===== config.mk =====
export PLATFORM = sky130hd
export DESIGN_NAME = uart_tx_fifo
export DESIGN_NICKNAME = d
export VERILOG_FILES = /design/src/rtl/uart_tx_fifo_pkg.sv /design/src/rtl/uart_fifo_ram.sv /design/src/rtl/uart_tx_fifo.sv
export SDC_FILE = /design/constraint.sdc
export NUM_CORES = 1
export LEC_CHECK = 0
export BUFFER_PORTS_ARGS = -buffer_cell sky130_fd_sc_hd__buf_4
export CAP_MARGIN = 25
export CORE_ASPECT_RATIO = 0.5
export CORE_UTILIZATION = 37
export CTS_CLUSTER_DIAMETER = 120
export DETAILED_ROUTE_END_ITERATION = 7
export HOLD_SLACK_MARGIN = 0.15
export PLACE_DENSITY = 0.49
export SLEW_MARGIN = 20
export SYNTH_ARGS = -nofsm -noshare
export SYNTH_HDL_FRONTEND = slang
export SYNTH_SLANG_ARGS = --single-unit
export TNS_END_PERCENT = 30

===== constraint.sdc =====
create_clock -name i_clock -period 2.85 [get_ports i_clock]
set_clock_uncertainty 0.15 [all_clocks]
set_input_delay 0.285 -clock i_clock [delete_from_list [all_inputs] [get_ports i_clock]]
set_output_delay 0.285 -clock i_clock [all_outputs]
set_load 0.01 [all_outputs]

===== src/rtl/uart_tx_fifo_pkg.sv =====
// Shared definitions for the UART transmit path: default widths plus the
// launcher and transmitter state encodings, kept together so the feeder and
// the transmitter agree on them.
package uart_tx_fifo_pkg;

  localparam int DBIT_DEFAULT      = 8;
  localparam int ADDR_BITS_DEFAULT = 4;

  // Launcher FSM that drains the FIFO into the transmitter.
  typedef enum logic [1:0] {
    L_IDLE      = 2'd0,
    L_LAUNCH    = 2'd1,
    L_WAIT_DONE = 2'd2
  } launch_state_e;

  // Transmitter FSM states.
  typedef enum logic [1:0] {
    TX_IDLE  = 2'd0,
    TX_START = 2'd1,
    TX_DATA  = 2'd2,
    TX_STOP  = 2'd3
  } tx_state_e;

endpackage


===== src/rtl/uart_fifo_ram.sv =====
// Register-file storage for the transmit FIFO: one synchronous write port and
// one combinational read port.
module uart_fifo_ram
  import uart_tx_fifo_pkg::*;
#(
  parameter int DBIT      = DBIT_DEFAULT,
  parameter int ADDR_BITS = ADDR_BITS_DEFAULT
) (
  input  logic                 i_clock,
  input  logic                 i_wr_en,
  input  logic [ADDR_BITS-1:0] i_wr_addr,
  input  logic [DBIT-1:0]      i_wr_data,
  input  logic [ADDR_BITS-1:0] i_rd_addr,
  output logic [DBIT-1:0]      o_rd_data
);

  logic [DBIT-1:0] mem [2**ADDR_BITS];

  // Store the incoming byte at the write address.
  // NOTE: the array has no reset; the pointers and count alone decide which
  // entries are valid, so clearing it would only cost reset fan-out.
  always_ff @(posedge i_clock) begin
    if (i_wr_en) mem[i_wr_addr] <= i_wr_data;
  end

  assign o_rd_data = mem[i_rd_addr];

endmodule


===== src/rtl/uart_tx_fifo.sv =====
// Transmit-side FIFO and launcher: buffers bytes from bursty producers and
// hands them to the UART transmitter one at a time, one start pulse per byte,
// waiting for the transmitter's done tick before launching the next.
module uart_tx_fifo
  import uart_tx_fifo_pkg::*;
#(
  parameter int DBIT      = DBIT_DEFAULT,
  parameter int ADDR_BITS = ADDR_BITS_DEFAULT
) (
  input  logic               i_clock,
  input  logic               i_reset,
  input  logic               i_wr,
  input  logic [DBIT-1:0]    i_wr_data,
  output logic               o_full,
  output logic               o_empty,
  output logic [ADDR_BITS:0] o_count,
  output logic               o_overflow,
  output logic               o_tx_start,
  output logic [DBIT-1:0]    o_tx_data,
  input  logic               i_tx_done_tick
);

  localparam logic [ADDR_BITS:0] DEPTH = {1'b1, {ADDR_BITS{1'b0}}};

  launch_state_e        state_q, state_d;
  logic [ADDR_BITS-1:0] wptr_q, wptr_d;
  logic [ADDR_BITS-1:0] rptr_q, rptr_d;
  logic [ADDR_BITS:0]   count_q, count_d;
  logic                 tx_start_q, tx_start_d;
  logic [DBIT-1:0]      tx_data_q, tx_data_d;
  logic [DBIT-1:0]      rd_data;
  logic                 wr_en;
  logic                 pop;

  uart_fifo_ram #(
    .DBIT      (DBIT),
    .ADDR_BITS (ADDR_BITS)
  ) u_ram (
    .i_clock   (i_clock),
    .i_wr_en   (wr_en),
    .i_wr_addr (wptr_q),
    .i_wr_data (i_wr_data),
    .i_rd_addr (rptr_q),
    .o_rd_data (rd_data)
  );

  // Status decodes; a write while full is dropped even if a pop frees a slot
  // in the same cycle, which keeps the overflow pulse a pure function of now.
  assign o_full     = (count_q == DEPTH);
  assign o_empty    = (count_q == '0);
  assign o_overflow = i_wr & o_full;
  assign wr_en      = i_wr & ~o_full;
  assign pop        = (state_q == L_IDLE) & ~o_empty;

  assign o_count    = count_q;
  assign o_tx_start = tx_start_q;
  assign o_tx_data  = tx_data_q;

  // Next-state logic for pointers, occupancy, launcher FSM and its outputs.
  // NOTE: every target gets its hold value first so no path leaves it
  // unassigned, which is what keeps this block from inferring latches.
  always_comb begin
    state_d   = state_q;
    wptr_d    = wptr_q;
    rptr_d    = rptr_q;
    count_d   = count_q;
    tx_data_d = tx_data_q;

    if (wr_en) wptr_d = wptr_q + 1'b1;

    if (pop) begin
      rptr_d    = rptr_q + 1'b1;
      tx_data_d = rd_data;
    end

    case ({wr_en, pop})
      2'b10:   count_d = count_q + 1'b1;
      2'b01:   count_d = count_q - 1'b1;
      default: count_d = count_q;
    endcase

    unique case (state_q)
      L_IDLE:      if (pop) state_d = L_LAUNCH;
      L_LAUNCH:    state_d = L_WAIT_DONE;
      L_WAIT_DONE: if (i_tx_done_tick) state_d = L_IDLE;
      default:     state_d = L_IDLE;
    endcase

    // The start pulse is high exactly while the FSM sits in LAUNCH.
    tx_start_d = (state_d == L_LAUNCH);
  end

  // State register with asynchronous active-low clear.
  // NOTE: non-blocking assignments so every register samples the pre-edge
  // values, independent of statement order.
  always_ff @(posedge i_clock or negedge i_reset) begin
    if (!i_reset) begin
      state_q    <= L_IDLE;
      wptr_q     <= '0;
      rptr_q     <= '0;
      count_q    <= '0;
      tx_start_q <= 1'b0;
      tx_data_q  <= '0;
    end else begin
      state_q    <= state_d;
      wptr_q     <= wptr_d;
      rptr_q     <= rptr_d;
      count_q    <= count_d;
      tx_start_q <= tx_start_d;
      tx_data_q  <= tx_data_d;
    end
  end

endmodule


## Word-level counts from Yosys, hierarchy flattened

Memories as Yosys holds them, arrays and structs flattened. A register that Yosys moved wholly into a read port is not among the register bits.
Index checks and enable logic that the tools add are counted.

- Eq/ne operators: 6
- Reductions and logical operators: 4
- $add $sub $neg: 4
- Multiplexer cells: 6
- Bitwise operators: 5

Operators with widths:

| kind | number |
|---|---|
| 5-bit case mux with 2 select lines | 1 |
| 4-bit by 1-bit adder with 4-bit output (second input constant) | 2 |
| 2-bit by 1-bit equality test with 1-bit output (second input constant) | 3 |
| 2-bit case mux with 3 select lines | 1 |
| 5-bit by 1-bit adder with 5-bit output (second input constant) | 1 |
| 5-bit equality test (second input constant) | 1 |
| 5-bit logical NOT | 1 |
| 5-bit by 1-bit subtractor with 5-bit output (second input constant) | 1 |
| 2-bit equality test (second input constant) | 2 |
| 2-bit 2-to-1 mux | 2 |
| 1-bit bitwise AND | 3 |
| 2-bit logical NOT | 1 |
| 1-bit 2-to-1 mux | 2 |
| 1-bit NOT | 2 |
| 2-bit nonzero test | 1 |
| 1-bit logical NOT | 1 |

- Register bits: 16
- Memories: 1
- Output and inout port bits: 17
- Word-level logic and storage cells: 31
- Memory bits (writable): 128

Memories:

| memory | words | bits a word | rd ports | clocked after memory_dff | write ports | line | text |
|---|---|---|---|---|---|---|---|
| u_ram.mem | 16 | 8 | 1 | 1 | 1 | uart_fifo_ram.sv:17 | `logic [DBIT-1:0] mem [2**ADDR_BITS];` |

## Depth between registers and ports, before layout

Gate-level depths: netlist of run 1.

- Depth in word-level cells: 6
- Gate-level depth with buffers: 12
- Mapped depth without buffers: 10

## Modules after synthesis

From an unflattened synthesis of run 1, not the netlist that was laid out.

- Cell total of the unflattened synthesis: 318
- Area, all modules: 6,204.7 um^2

Modules (own cells, without submodules):

| module | area each (um^2) | instances | cells each |
|---|---|---|---|
| uart_fifo_ram | 4,987.3 | 1 | 221 |
| uart_tx_fifo | 1,217.4 | 1 | 97 |

## Least setup slack after synthesis of run 1

OpenSTA, ideal clock, no wires.

- Path kind: reg2reg
- Start: register count_q[1] (netlist: o_count[1])
- End: register count_q[2] (netlist: o_count[2])
- Library setup time: 136 ps
- Required time: 2,564 ps
- Period minus slack after synthesis: 2,720 ps
- Path buffers: 3
- Cell stages (with the launch flop): 13
- Slack: 130 ps
- Arrival: 2,434 ps
- Cell sequence: dfrtp_1 buf_4 nor4_4 a21boi_1 buf_2 ha_1 clkbuf_1 xor2_1 ha_1 a21oi_1 xor2_1 nor2_1 xor2_1

- Word-level cells in the longest chain between the ends: 5
- Elaborated cells on any way between the ends: 12
- Those cells by class: add/sub: 2; eq/ne: 3; mux: 1; bitwise: 4; reduce/logical: 2

Ends and longest elaborated chain:

| element | line | text |
|---|---|---|
| from (decl) | uart_tx_fifo.sv:28 | `logic [ADDR_BITS:0] count_q, count_d;` |
| from (signal assigned) | uart_tx_fifo.sv:108 | `count_q <= count_d;` |
| 5-bit logical NOT (*) | uart_tx_fifo.sv:50 | `assign o_empty = (count_q == '0);` |
| 1-bit NOT (*) | uart_tx_fifo.sv:53 | `assign pop = (state_q == L_IDLE) & ~o_empty;` |
| 1-bit bitwise AND (*) | uart_tx_fifo.sv:53 |  |
| named net pop | uart_tx_fifo.sv:33 | `logic pop;` |
| 2-bit by 1-bit equality test with 1-bit output / 2-bit equality test (equally long branches) | uart_tx_fifo.sv:76 | `case ({wr_en, pop})` |
| 5-bit case mux with 2 select lines / 2-bit nonzero test (equally long branches) | -- |  |

Mark *: on every way through the listed nets, which the timed path passes. The rest lies on a longest branch.
A chain may end at the register's enable or synchronous reset.

## Final worst setup path of run 1

- Start: register count_q[1] (netlist: o_count[1])
- End: register count_q[4] (netlist: o_count[4])

- Word-level cells in the longest chain between the ends: 5
- Elaborated cells on any way between the ends: 12
- Those cells by class: add/sub: 2; eq/ne: 3; mux: 1; bitwise: 4; reduce/logical: 2

Ends and longest elaborated chain:

| element | line |
|---|---|
| 5-bit equality test / 5-bit logical NOT (equally long branches) | uart_tx_fifo.sv:49, uart_tx_fifo.sv:50 |
| 1-bit NOT, on equally long branches | uart_tx_fifo.sv:52, uart_tx_fifo.sv:53 |
| 1-bit bitwise AND, on equally long branches | uart_tx_fifo.sv:52, uart_tx_fifo.sv:53 |
| 2-bit by 1-bit equality test with 1-bit output / 2-bit equality test (equally long branches) | uart_tx_fifo.sv:76 |
| 5-bit case mux with 2 select lines / 2-bit nonzero test (equally long branches) | -- |

Several ways; a longest one is shown, not always the timed one.

==> impl_metrics.json, run 1 <==
{
  "status": "finished, final reports clean",
  "yosys.area_share.adder": 0.0163,
  "start_kind": "flop",
  "relSlewSlack": 0.551,
  "synth.largest_area_cell": "edfxtp_1",
  "syn_inst": 318,
  "dp_slack_ps": 253,
  "leakagePower_nw": 2.56,
  "post_cts_resized": 0,
  "grt_max_degree": 34,
  "grt_pass1_vias": 3213,
  "synthMuxAreaShare": 0.145,
  "grt_pass1_wl_um": 19400,
  "die_w_um": 184,
  "clkLatencyLatePin_ps": 420,
  "firstDrtPassIters": 4,
  "drv_cap": 0,
  "max_freq_mhz": 385,
  "vias": 3106,
  "intPower_mw": 5.07,
  "synth_area_leaders": "edfxtp_1 (63%), dfrtp_1 (9.8%), mux4_2 (7.7%)",
  "switchingPower_mw": 2.44,
  "wl_per_cell_um": 20.7,
  "synth_edf_count": 128,
  "wl_um": 12700,
  "hold_slack_ps": 172,
  "place_congestion": 0.732,
  "port_buffers": 28,
  "yosysUniqueCellTypes": 35,
  "p_seq_frac": 0.419,
  "finalPower_mw": 7.51,
  "antenna_found_initial": 0,
  "drtIter0Drc": 225,
  "layout-drive-gt1-share": 0.304,
  "synthToLayoutAreaGrowth_pct": 19.9,
  "netlist_area_um2": 6130,
  "final_util": 0.466,
  "grt_usage": 0.163,
  "root_buffer": "clkbuf_16",
  "drv_slew": 0,
  "yosys.area.top_type_share": 0.627,
  "design_area_um2": 7350,
  "grt-ovfl-total": 0,
  "period_share": 0.911,
  "instances_no_fill": 612,
  "syn_nets": 338,
  "n_antenna_cell": 0,
  "clkPwrFrac": 0.283,
  "rsz0062_at_grt": "false",
  "ios": 29,
  "dpl.cell_count": 570,
  "crit_type": "reg -> reg",
  "min_period_ps": 2600,
  "clk_path_buf_depth": 2,
  "drc": 0,
  "cp_data_arrival_time_ps": 2790,
  "placed_area_um2": 6690,
  "path_clk_slew_ps": 70,
  "cts_tree": "yes",
  "synth-compound-area-share": 0.0402,
  "htree_levels": 4,
  "final_common_cell": "edfxtp_1",
  "hold_viol": 0,
  "setup_tns_ps": 0,
  "core_um2": 15800,
  "clkSinkCount": 152,
  "setup_ws_ps": 254,
  "yosys_warnings": 0,
  "ys_ff_latch": 152,
  "worst_slew_pin_slew_ps": 674,
  "synth_top_family_by_area": "multiplexers",
  "ys.flop_type": "edfxtp_1",
  "swShare": 0.325,
  "die-area_um2": 17100,
  "hold_class": "in -> async",
  "start_util": 0.388,
  "synthSimpleGateAreaFrac": 0.0357,
  "ir_drop_mv": 0.557,
  "worst_setup_path_end_kind": "flop",
  "ant_nets": 0,
  "power.density_nw_per_um2": 1020,
  "yosysSeqAreaShare": 0.725,
  "fin_nets": 398,
  "row_count": 32,
  "synth_async_sr_flop_share": 0.158,
  "crit_path_max_fanout": 9,
  "synth_xor_xnor_area_share": 0.0186,
  "dp_hpwl_um": 7970,
  "required_ps": 3040,
  "avgSynthCellArea_um2": 19.3,
  "p_comb_frac": 0.298,
  "dieHeight_um": 93.0,
  "setup_viol": 0,
  "layout_common_cells": "edfxtp_1 (128), buf_4 (48), dfrtp_1 (23), mux4_2 (21)",
  "numCtsBuffers": 17,
  "routed_via_density": 5.08
}
==> synth_stat cells, types with 6 or more instances <==
cell,count
edfxtp_1,128
dfrtp_1,24
mux4_2,21
nor2_1,17
o22ai_1,16
a21oi_1,12
mux2_2,11
mux4_1,11
ha_1,8
clkbuf_1,7
nand2_1,7
xnor2_1,7
xor2_1,6
==> final timing paths <==
kind                               to  cells after the start  slack [ps]  startpoint
setup / recovery           o_count[4]                     10         250  o_count[1]
hold / removal             state_q[1]                      2         170     i_reset
setup reg to reg           o_count[4]                     10         250  o_count[1]
hold reg to reg            state_q[1]                      1         380  state_q[1]
max in group asynchronous   rptr_q[2]                      2        2100     i_reset
min in group i_clock        wptr_q[0]                      3         220        i_wr
==> repair_timing <==
action                                  4_1_cts  5_1_grt
endpoints found under the hold margin       153        0
endpoints found under the setup margin        0        0
buffers inserted                              0        0
hold buffers                                 10        0
==> state kept, by name, indices dropped and copies added, names as in the netlist <==
| name | count |
|---|---|
| o_tx_start | 1 |
| rptr_q | 4 |
| u_ram.mem | 128 |
| o_count | 5 |
| o_tx_data | 8 |
| wptr_q | 4 |
| state_q | 2 |
==> critical path, stage by stage (launching register included) <==
cell      delay [ps]
dfrtp_1          500
nor4_4           450
a21boi_2         210
inv_1            110
ha_1             180
xor2_1           160
ha_1             200
and3b_1          170
o21ai_0           70
a21oi_1          190
xnor2_1          130
==> metal layers <==
layer,global-route usage,share of wire,vias to the layer above
li1,-,-,1403
met1,0.220,0.48,1636
met2,0.261,0.47,53
met3,0.0347,0.034,14
met4,0.0632,0.016,0
met5,0,0,-
==> layout make-up <==
type / count / area, um^2
inverters: 5 / 18.8
flip-flops and latches: 152 / 4450
repair buffers: 59 / 480
fillers: 1364 / 8430
clock buffers: 18 / 429
multi-input cells: 143 / 1570
clock inverters: 14 / 126
well taps: 221 / 277
==> cell families after synthesis <==
family | Yosys count
multiplexers | 43
adder cells (fa/ha/maj) | 8
AND/OR/NAND/NOR | 41
buffers and inverters | 23
flip-flops | 152
AO/OA/AOI/OAI | 38
XOR/XNOR | 13
==> power groups by stage <==
stage	clock, mW	combinational (mW)	sequential, mW
2_1_floorplan	0	1.68	3.02
3_3_place_gp	0	2.19	3.18
3_5_place_dp	0	2.25	3.20
4_1_cts	2.17	2.27	3.16
5_1_grt	2.26	2.44	3.21
6_report	2.13	2.23	3.15
Note: power is estimated with default switching activity, not from simulation.
==> inputs of run 2 (changes only) <==
- ABC_AREA: default -> 1
- PLACE_DENSITY: 0.49 -> 0.48
- SLEW_MARGIN: 20 -> default
==> impl_metrics.json, run 2 <==
{
  "intPower_mw": 5.02,
  "final_common_cell": "nand2_1",
  "synth_edf_count": 128,
  "switchingPower_mw": 3.15,
  "routed_via_density": 4.73,
  "crit_type": "reg -> reg",
  "postCtsSetupBuffers": 0,
  "core_um2": 17700,
  "design_area_um2": 8100,
  "start_kind": "flop",
  "clkLatencyLatePin_ps": 420,
  "p_seq_frac": 0.359,
  "hold_class": "in -> reg",
  "avgSynthCellArea_um2": 9.91,
  "drv_cap": 0,
  "wl_per_cell_um": 16.8,
  "ios": 29,
  "grt_pass1_vias": 4489,
  "placed_area_um2": 7380,
  "p_comb_frac": 0.357,
  "relSlewSlack": 0.460,
  "setup_viol": 0,
  "syn_inst": 692,
  "period_share": 0.900,
  "grt-ovfl-total": 0,
  "crit_path_max_fanout": 13,
  "required_ps": 3010,
  "dieHeight_um": 98.3,
  "syn_nets": 712,
  "yosys.area.top_type_share": 0.561,
  "place_congestion": 0.821,
  "power.density_nw_per_um2": 1010,
  "drv_slew": 0,
  "largest-register": "u_ram.mem",
  "dp_hpwl_um": 10700,
  "grt_pass1_wl_um": 26200,
  "drtIter0Drc": 386,
  "worst_slew_pin_slew_ps": 810,
  "worst_setup_path_end_kind": "flop",
  "yosysSeqAreaShare": 0.648,
  "grt_max_degree": 68,
  "synthToLayoutAreaGrowth_pct": 18.2,
  "port_buffers": 28,
  "htree_levels": 4,
  "max_freq_mhz": 390,
  "die_w_um": 195,
  "swShare": 0.386,
  "row_count": 34,
  "numCtsBuffers": 17,
  "hold_viol": 0,
  "fin_nets": 767,
  "clk_path_buf_depth": 2,
  "synth_common_cells": "nand2_1 (236), edfxtp_1 (128), inv_1 (120)",
  "antenna_found_initial": 0,
  "ant_nets": 0,
  "netlist_area_um2": 6860,
  "layout-drive-gt1-share": 0.124,
  "ir_drop_mv": 0.623,
  "n_antenna_cell": 0,
  "layout_common_cells": "nand2_1 (236), edfxtp_1 (128), inv_1 (120), nand3_1 (101), buf_4 (52)",
  "grt_usage": 0.186,
  "yosys_warnings": 0,
  "leakagePower_nw": 3.65,
  "synth_most_common_cell": "nand2_1",
  "cts_tree": "yes",
  "synth_async_sr_flop_share": 0.158,
  "post_cts_resized": 0,
  "ys_ff_latch": 152,
  "root_buffer": "clkbuf_16",
  "synth_area_leaders": "edfxtp_1 (56%), nand2_1 (13%), dfrtp_1 (8.8%)",
  "firstDrtPassIters": 5,
  "die-area_um2": 19100,
  "cp_data_arrival_time_ps": 2730,
  "setup_tns_ps": 0,
  "synth.largest_area_cell": "edfxtp_1",
  "start_util": 0.386,
  "vias": 4697,
  "rsz0062_at_grt": "false",
  "ys.flop_type": "edfxtp_1",
  "path_clk_slew_ps": 70,
  "clkPwrFrac": 0.284,
  "yosysUniqueCellTypes": 27,
  "drc": 0,
  "largest_reg_flops": 128,
  "clkSinkCount": 152,
  "min_period_ps": 2570,
  "status": "finished, final reports clean",
  "wl_um": 16700
}
## run 2: cells by family (layout without fill, tap and decap cells)
group                    Yosys count  in the layout  synth area share
adder cells (fa/ha/maj)            8              8            0.0146
AO/OA/AOI/OAI                      7              7           0.00547
flip-flops                       152            152             0.648
XOR/XNOR                           8              8            0.0102
AND/OR/NAND/NOR                  364            364             0.226
buffers and inverters            153            221            0.0949
## run 2: worst paths after layout
check | startpoint | end | slack, ps | depth (start not counted)
min | i_wr | u_ram.mem[14][7] | 190 | 3
min reg2reg | o_tx_data[4] | o_tx_data[4] | 340 | 2
max in group asynchronous | i_reset | o_tx_data[0] | 930 | 4
max reg2reg | o_count[1] | o_count[4] | 280 | 15
max | o_count[1] | o_count[4] | 280 | 15
min in group asynchronous | i_reset | o_tx_data[7] | 660 | 3
## run 2: what timing repair did
| item | CTS | global route |
|---|---|---|
| hold buffers | 12 | 0 |
| setup endpoints to repair | 0 | 0 |
| endpoints found under the hold margin | 153 | 0 |
## run 2: final cells by class
cell class              instances  area, um^2
flip-flops and latches        152        4450
inverters                     123         464
well taps                     234         293
fillers                      1651        9640
repair buffers                 66         536
multi-input cells             387        1760
clock inverters                15         179
clock buffers                  17         425
## run 2: through the flow
step	power [mW]	hold slack [ps]	setup WS (ps)	instances	utilization
6_report	8.18	190	284	994	0.457
5_1_grt	8.70	195	20.7	994	0.457
4_1_cts	8.24	179	269	994	0.457
3_5_place_dp	5.91	62.1	284	950	0.416
3_3_place_gp	5.91	56.5	303	949	0.416
2_1_floorplan	4.90	-161	257	692	-
## run 2: power by group through the flow
| stage | Combinational (mW) | Clock (mW) | Sequential (mW) |
|---|---|---|---|
| finish | 2.92 | 2.32 | 2.94 |
| floorplan | 1.91 | 0 | 2.98 |
| global route | 3.27 | 2.45 | 2.98 |
| detailed placement | 2.92 | 0 | 2.98 |
| CTS | 2.94 | 2.36 | 2.94 |
| global placement | 2.93 | 0 | 2.98 |
## run 2: routing by layer
| metal | global-route usage | vias to the layer above | wire length (um) |
|---|---|---|---|
| met4 | 0.0708 | 0 | 302 |
| met5 | 0 | - | 0 |
| met3 | 0.0269 | 23 | 664 |
| li1 | - | 2320 | - |
| met1 | 0.281 | 2246 | 8770 |
| met2 | 0.268 | 108 | 6950 |
## run 2: worst max-delay path, stage by stage (launching register included)
cell     delay, ps
dfrtp_1        460
nor4_4         340
nand2_2        120
nand2_4         90
inv_4           60
ha_1           280
xor2_1         190
ha_1           190
a21oi_1        170
nor2_1          80
nand2_1         80
nand2_1         50
nand2_1         60
nand2_1         40
nand2_1         50
nand2_1         40
==> inputs of run 3 (changes only) <==
- CELL_PAD_IN_SITES_DETAIL_PLACEMENT: default -> 1
- CELL_PAD_IN_SITES_GLOBAL_PLACEMENT: default -> 2
- PLACE_DENSITY: 0.48 -> 0.7
==> impl_metrics.json, run 3 (synthesized netlist as in run 2, its figures left out) <==
{
  "status": "finished, final reports clean",
  "relSlewSlack": 0.561,
  "min_period_ps": 2610,
  "hold_class": "in -> reg",
  "setup_tns_ps": 0,
  "dieHeight_um": 98.3,
  "routed_via_density": 4.80,
  "clkSinkCount": 152,
  "cp_slowest_stage_delay_ps": 470,
  "drc": 0,
  "grt_usage": 0.206,
  "wl_per_cell_um": 18.4,
  "layout-drive-gt1-share": 0.124,
  "largest-register": "u_ram.mem",
  "worst_setup_path_end_kind": "flop",
  "path_clk_slew_ps": 70,
  "max_freq_mhz": 383,
  "fin_nets": 767,
  "place_congestion": 0.739,
  "row_count": 34,
  "leakagePower_nw": 3.65,
  "grt_pass1_wl_um": 28700,
  "largest_reg_flops": 128,
  "wl_um": 18300,
  "worst_slew_pin_slew_ps": 657,
  "ios": 29,
  "clk_path_buf_depth": 2,
  "power.density_nw_per_um2": 1010,
  "hold_viol": 0,
  "n_antenna_cell": 0,
  "setup_viol": 0,
  "rsz0062_at_grt": "false",
  "crit_type": "reg -> reg",
  "period_share": 0.916,
  "final_common_cell": "nand2_1",
  "die-area_um2": 19100,
  "drv_slew": 0,
  "core_um2": 17700,
  "post_cts_resized": 0,
  "cp_top_family": "simple AND/OR/NAND/NOR gates",
  "finalPower_mw": 8.21,
  "antenna_found_initial": 1,
  "root_buffer": "clkbuf_16",
  "ir_drop_mv": 0.549,
  "crit_path_max_fanout": 13,
  "critPathBufInv": 1,
  "grt_max_degree": 68,
  "vias": 4774,
  "crit_path_frequent_cell": "nand2_1",
  "clkLatencyLatePin_ps": 430,
  "numCtsBuffers": 17,
  "start_kind": "flop",
  "hold_slack_ps": 210,
  "firstDrtPassIters": 4,
  "fillers": 1979,
  "layout_common_cells": "nand2_1 (236), edfxtp_1 (128), inv_1 (120), nand3_1 (101), buf_4 (51)",
  "synthToLayoutAreaGrowth_pct": 18.3,
  "cp_data_arrival_time_ps": 2770,
  "die_w_um": 195,
  "required_ps": 3020,
  "path_cells": "nor4_4, nand2_2, nand2_4, inv_4, ha_1, xor2_1, ha_1, a21oi_1, nor2_1, nand2_1, nand2_1, nand2_1, nand2_1, nand2_1, nand2_1",
  "htree_levels": 4,
  "start_util": 0.386,
  "dp_hpwl_um": 11600,
  "drv_cap": 0,
  "critPathSlowestCell": "dfrtp_1",
  "grt_pass1_vias": 5034,
  "port_buffers": 28,
  "drtIter0Drc": 369,
  "grt-ovfl-total": 0,
  "ant_nets": 0,
  "cts_tree": "yes"
}
-- run 3: what timing repair did --
action	4_1_cts	5_1_grt
hold buffers	12	0
setup buffers	0	0
hold endpoints to repair	153	0
-- run 3: metal layers --
layer / wire length, um / vias to the layer above / GRT usage / part of all wire
met2: 8490 / 79 / 0.339 / 0.46
met4: 122 / 0 / 0.0525 / 0.0067
li1: - / 2312 / - / -
met5: 0 / - / 0 / 0
met3: 1080 / 11 / 0.0470 / 0.059
met1: 8610 / 2372 / 0.276 / 0.47
-- run 3: worst reg2reg max path: stages (launching register included) --
cell and delay, ps:
dfrtp_1 470, nor4_4 370, nand2_2 120, nand2_4 90, inv_4 70, ha_1 280
xor2_1 180, ha_1 190, a21oi_1 160, nor2_1 90, nand2_1 90, nand2_1 50
nand2_1 60, nand2_1 40, nand2_1 50, nand2_1 40
-- run 3: power by group --
group / internal (mW) / switching (mW)
combinational: 0.961 / 2.02
sequential: 2.74 / 0.199
clock: 1.31 / 0.979
-- run 3: area by class of cell --
type / count / area, um^2 / area share
clock buffers: 17 / 425 / 0.0525
clock inverters: 15 / 166 / 0.0205
inverters: 123 / 464 / 0.0572
multi-input cells: 387 / 1760 / 0.217
flip-flops and latches: 152 / 4450 / 0.548
well taps: 234 / 293 / 0.0361
repair buffers: 66 / 554 / 0.0684
-- run 3: metrics by stage --
stage / setup slack, ps / utilization / std cells / area [um^2]
global route: 24.9 / 0.457 / 994 / 8110
CTS: 215 / 0.456 / 993 / 8100
floorplan: 257 / - / 692 / 6860
global placement: 282 / 0.416 / 949 / 7390
detailed placement: 244 / 0.416 / 949 / 7390
finish: 240 / 0.457 / 994 / 8110
-- run 3: worst paths after layout --
| check | from | to | slack, ps | cells after the start |
|---|---|---|---|---|
| min in group asynchronous | i_reset | o_count[4] | 610 | 3 |
| hold / removal | i_wr | wptr_q[3] | 210 | 5 |
| setup / recovery | o_count[1] | o_count[4] | 240 | 15 |
| setup reg to reg | o_count[1] | o_count[4] | 240 | 15 |
| hold reg to reg | o_tx_data[0] | o_tx_data[0] | 340 | 2 |
| max in group asynchronous | i_reset | rptr_q[0] | 740 | 5 |
